$ cat src/rtl/stall_ctrl.sv
// Central stall scheduler: merges load-use, mul/div and MEM wait requests into
// the per-stage stall bus, sequences the shared mul/div unit and counts stall causes.
module stall_ctrl #(
  parameter int STALL_W    = 6,
  parameter int MD_TIMEOUT = 64,
  parameter int CNT_W      = 32
) (
  input  logic               clk,
  input  logic               rst,
  input  logic               id_stallreq,
  input  logic               ex_md_start,
  input  logic               md_ready,
  input  logic               mem_stallreq,
  input  logic               perf_clr,
  output logic [STALL_W-1:0] stall,
  output logic               md_go,
  output logic               md_busy,
  output logic               md_timeout,
  output logic [CNT_W-1:0]   cnt_id_stall,
  output logic [CNT_W-1:0]   cnt_md_stall,
  output logic [CNT_W-1:0]   cnt_mem_stall
);

  localparam int WD_W = $clog2(MD_TIMEOUT);

  // Each pattern freezes every stage up to the one receiving the bubble.
  localparam logic [STALL_W-1:0] PAT_MEM = STALL_W'(5'b11111);
  localparam logic [STALL_W-1:0] PAT_MD  = STALL_W'(4'b1111);
  localparam logic [STALL_W-1:0] PAT_ID  = STALL_W'(3'b111);

  typedef enum logic {S_IDLE, S_MD_RUN} state_t;

  state_t           r_state;
  logic [WD_W-1:0]  r_wdog;
  logic             r_md_timeout;
  logic [CNT_W-1:0] r_cnt_id;
  logic [CNT_W-1:0] r_cnt_md;
  logic [CNT_W-1:0] r_cnt_mem;

  logic w_idle;
  logic w_run;
  logic w_wd_expire;
  logic w_md_stall;
  logic w_go;
  logic w_sel_mem;
  logic w_sel_md;
  logic w_sel_id;

  function automatic logic [CNT_W-1:0] sat_inc(input logic [CNT_W-1:0] v);
    return (&v) ? v : v + CNT_W'(1);
  endfunction

  assign w_idle      = (r_state == S_IDLE);
  assign w_run       = (r_state == S_MD_RUN);
  // A same-cycle md_ready always beats the watchdog.
  assign w_wd_expire = w_run & (r_wdog == WD_W'(MD_TIMEOUT - 1)) & ~md_ready;
  assign w_md_stall  = (w_idle & ex_md_start) | (w_run & ~md_ready & ~w_wd_expire);
  assign w_go        = w_idle & ex_md_start & ~mem_stallreq;

  assign w_sel_mem = mem_stallreq;
  assign w_sel_md  = ~mem_stallreq & w_md_stall;
  assign w_sel_id  = ~mem_stallreq & ~w_md_stall & id_stallreq;

  always_comb begin
    stall   = '0;
    md_go   = 1'b0;
    md_busy = 1'b0;
    if (!rst) begin
      md_go   = w_go;
      md_busy = w_run;
      if (w_sel_mem)     stall = PAT_MEM;
      else if (w_sel_md) stall = PAT_MD;
      else if (w_sel_id) stall = PAT_ID;
    end
  end

  assign md_timeout    = r_md_timeout;
  assign cnt_id_stall  = r_cnt_id;
  assign cnt_md_stall  = r_cnt_md;
  assign cnt_mem_stall = r_cnt_mem;

  always_ff @(posedge clk) begin
    if (rst) begin
      r_state      <= S_IDLE;
      r_wdog       <= '0;
      r_md_timeout <= 1'b0;
    end else begin
      case (r_state)
        S_IDLE: begin
          if (w_go) begin
            r_state <= S_MD_RUN;
            r_wdog  <= '0;
          end
        end
        S_MD_RUN: begin
          r_wdog <= r_wdog + WD_W'(1);
          if (md_ready) begin
            r_state <= S_IDLE;
          end else if (w_wd_expire) begin
            r_md_timeout <= 1'b1;
            r_state      <= S_IDLE;
          end
        end
        default: r_state <= S_IDLE;
      endcase
    end
  end

  always_ff @(posedge clk) begin
    if (rst || perf_clr) begin
      r_cnt_id  <= '0;
      r_cnt_md  <= '0;
      r_cnt_mem <= '0;
    end else begin
      if (w_sel_id)  r_cnt_id  <= sat_inc(r_cnt_id);
      if (w_sel_md)  r_cnt_md  <= sat_inc(r_cnt_md);
      if (w_sel_mem) r_cnt_mem <= sat_inc(r_cnt_mem);
    end
  end

endmodule
$ cat config.mk
export PLATFORM = sky130hd
export DESIGN_NAME = stall_ctrl
export DESIGN_NICKNAME = d
export VERILOG_FILES = /design/src/rtl/stall_ctrl.sv
export SDC_FILE = /design/constraint.sdc
export NUM_CORES = 1
export LEC_CHECK = 0
export CAP_MARGIN = 10
export CORE_MARGIN = 2
export CORE_UTILIZATION = 56
export DETAILED_ROUTE_END_ITERATION = 10
export PLACE_DENSITY = 0.86
export RECOVER_POWER = 100
export SETUP_SLACK_MARGIN = 0.02
export SYNTH_ARGS = -nofsm -noshare
export SYNTH_HDL_FRONTEND = slang
export SYNTH_SLANG_ARGS = --single-unit
$ cat constraint.sdc
create_clock -name clk -period 5.45 [get_ports clk]
set_input_delay 0.8175 -clock clk [delete_from_list [all_inputs] [get_ports clk]]
set_output_delay 0.8175 -clock clk [all_outputs]
set_load 0.01 [all_outputs]
==> results.cfg <==
[run_status]
outcome = complete, but fails checks
violations = max-capacitance violations, max-slew violations

[global_route]
track_usage = 0.276
antenna_found_initial = 0
grt_max_degree = 46
grt_pass1_wl_um = 23500
grt_pass1_vias = 4948
overflow = 0

[timing]
maxSlewViolCount = 13
finalCritPeriodShare = 0.754
hold_viol_final = 0
tightest_slew_ps = 1600
slew_headroom = -0.0762
setup_tns_ps = 0
finClkSkew_ps = 9.53
report.final.setup_viol = 0
fmax_ghz = 0.243
rsz0062_at_grt = no
fin_crit_ps = 4110

[synth]
ys_seq_elements = 104
yosysMostFrequentCell = dfxtp_1
ys_async_sr_fraction = 0
synth_area_leaders = dfxtp_1, a21oi_1, or3_1
synth_top_area_share = 0.383
syn_nets = 677
synth_top_area_cell = dfxtp_1
avgSynthCellArea_sq_um = 8.16
synth_edf_count = 0
ys_seq_area_frac = 0.383
yosys-top-cells-count = dfxtp_1, a21oi_1, nand2_1
syn_area_sq_mm = 0.00543
synth-main-ff-cell = dfxtp_1
synth.distinct_cells = 52
synth_warnings = 0
syn_inst = 666

[finish]
fill_cells = 738
antenna_cells = 0
layout.nets = 764
postLayoutCoreUtil = 0.720
drive_gt1_frac = 0.0303
areaGrowthSynthToFinish_pct = 23.7

[floorplan]
pin_count = 112
die-area_sq_mm = 0.0105
die_h_um = 103
core-area_sq_mm = 0.00933
start_util = 0.583
row_count = 35
fp.dieW_um = 103

[power_and_ir_drop]
p_leak_nw = 2.30
peakVddDrop_v = 0.000125
pwr_density_cell_mw_per_mm2 = 196

[clock_tree]
clkSinkCount = 104
cts_hold_buf = 0
cts_tree = built
postCtsSetupBuffers = 0
cts-resized-gates = 0
clk_latency_ps = 370
clockRootBuffer = clkbuf_8
h-tree-depth = 3
cts-buffers-inserted = 9
ctsLongestPathBuffers = 2
clk_pin_slew_worst_paths_ps = 100

[route]
wire_per_inst_um = 16.3
drt.antenna.violating_nets = 0
num_vias = 5627
drcViolationCount = 0
via_per_inst = 6.34
drtPass1Iterations = 5
drtIter0Drc = 455
routed_wl_um = 14500

[placed_design]
place_hpwl_um = 10200
gp_congestion = 0.871
io_buffers = 110

[worst_setup_path]
crit_path_max_fanout = 28
start_kind = flop
critPathMaxStageDelay_ps = 1330
required_ps = 5710
endpoint_kind = flop
critPathKind = reg2reg
cp_cell_sequence = ha_1, nand3_1, or4_1, nor4_1, clkbuf_1, nor4_1, mux2i_1
crit_arrival_ps = 4370
crit_slowest_cell = nor4_1
cpMostUsedCell = nor4_1

[hold_path]
hp-class = reg2reg

[run]
cap_violations = 1
## cells by family (layout without fill, tap and decap cells)
family,Yosys count,after routing,share of synthesized area
compound gates,161,161,0.182
xor+xnor,9,9,0.0145
fa+ha+maj,4,4,0.00921
buf+inv,55,147,0.0447
flops,104,104,0.383
mux,19,19,0.0350
other cells,1,1,0.000690
simple gates,313,313,0.330
## power by group
group | leakage [nW] | internal [mW] | total (mW) | switching [mW]
Clock | 0.0952 | 0.212 | 0.489 | 0.276
Combinational | 1.37 | 0.0194 | 0.0629 | 0.0436
Sequential | 0.838 | 0.761 | 0.765 | 0.00348
## cell type report
class                   instances  area [sq um]  area share
multi-input cells             507          3100       0.461
flip-flops and latches        104          2080       0.310
repair buffers                115          1120       0.167
well taps                     129           161      0.0240
clock buffers                   9           124      0.0184
clock inverters                 7          72.6      0.0108
inverters                      16          60.1     0.00894
## layout by cell type (no fill, tap or decap), types with 3 or more instances in the layout
| cell type | count |
|---|---|
| dlygate4sd3_1 | 105 |
| dfxtp_1 | 104 |
| a21oi_1 | 69 |
| nand2_1 | 62 |
| or3_1 | 48 |
| nand3_1 | 39 |
| or4_1 | 34 |
| o31ai_1 | 31 |
| o21ai_0 | 30 |
| nand4_1 | 28 |
| nor2_1 | 24 |
| nor4_1 | 19 |
| mux2i_1 | 19 |
| inv_1 | 16 |
| and4_1 | 15 |
| and3_1 | 15 |
| clkbuf_8 | 9 |
| and2_1 | 7 |
| xnor2_1 | 6 |
| nor3_1 | 5 |
| o211ai_1 | 5 |
| clkdlybuf4s50_1 | 5 |
| nor2b_1 | 4 |
| ha_1 | 4 |
| clkbuf_1 | 4 |
| a41o_1 | 3 |
| or2_2 | 3 |
| xor2_1 | 3 |
| o311ai_0 | 3 |
| o41ai_1 | 3 |
## per-layer routing
layer	track usage	wire length, um	vias up
li1	-	-	2737
met1	0.395	6570	2674
met2	0.433	6860	200
met3	0.0312	890	16
met4	0.0933	138	0
met5	0	0	-
## worst max-delay path: cells and delay by family (launching register included)
family / cells / cell delay, ps
buffers and inverters: 1 / 920
adders and majority gates: 1 / 210
DFF: 1 / 440
and+or+nand+nor: 4 / 2260
muxes: 1 / 170
## flip-flops by register name, summed over array words and instances, names as in the netlist
| register | count |
|---|---|
| cnt_id_stall | 32 |
| cnt_md_stall | 32 |
| cnt_mem_stall | 32 |
| md_timeout | 1 |
| r_state | 1 |
| r_wdog | 6 |
## worst paths after layout
path,cells after the start,endpoint,slack [ps],startpoint
setup / recovery,7,cnt_id_stall[10],1340,cnt_id_stall[1]
setup reg to reg,7,cnt_id_stall[10],1340,cnt_id_stall[1]
hold / removal,2,md_timeout,460,md_timeout
hold reg to reg,2,md_timeout,460,md_timeout
## stage by stage
stage	hold slack [ps]	instances	instance area (sq um)	total power [mW]	worst slack [ps]
floorplan	470	666	5430	0.825	2890
global route	492	887	6720	1.36	1100
CTS	473	887	6760	1.33	1930
finish	464	887	6720	1.32	1340
detailed placement	455	871	6560	0.847	1950
global placement	441	871	6560	0.844	2090
Note: power is estimated with default switching activity, not from simulation.
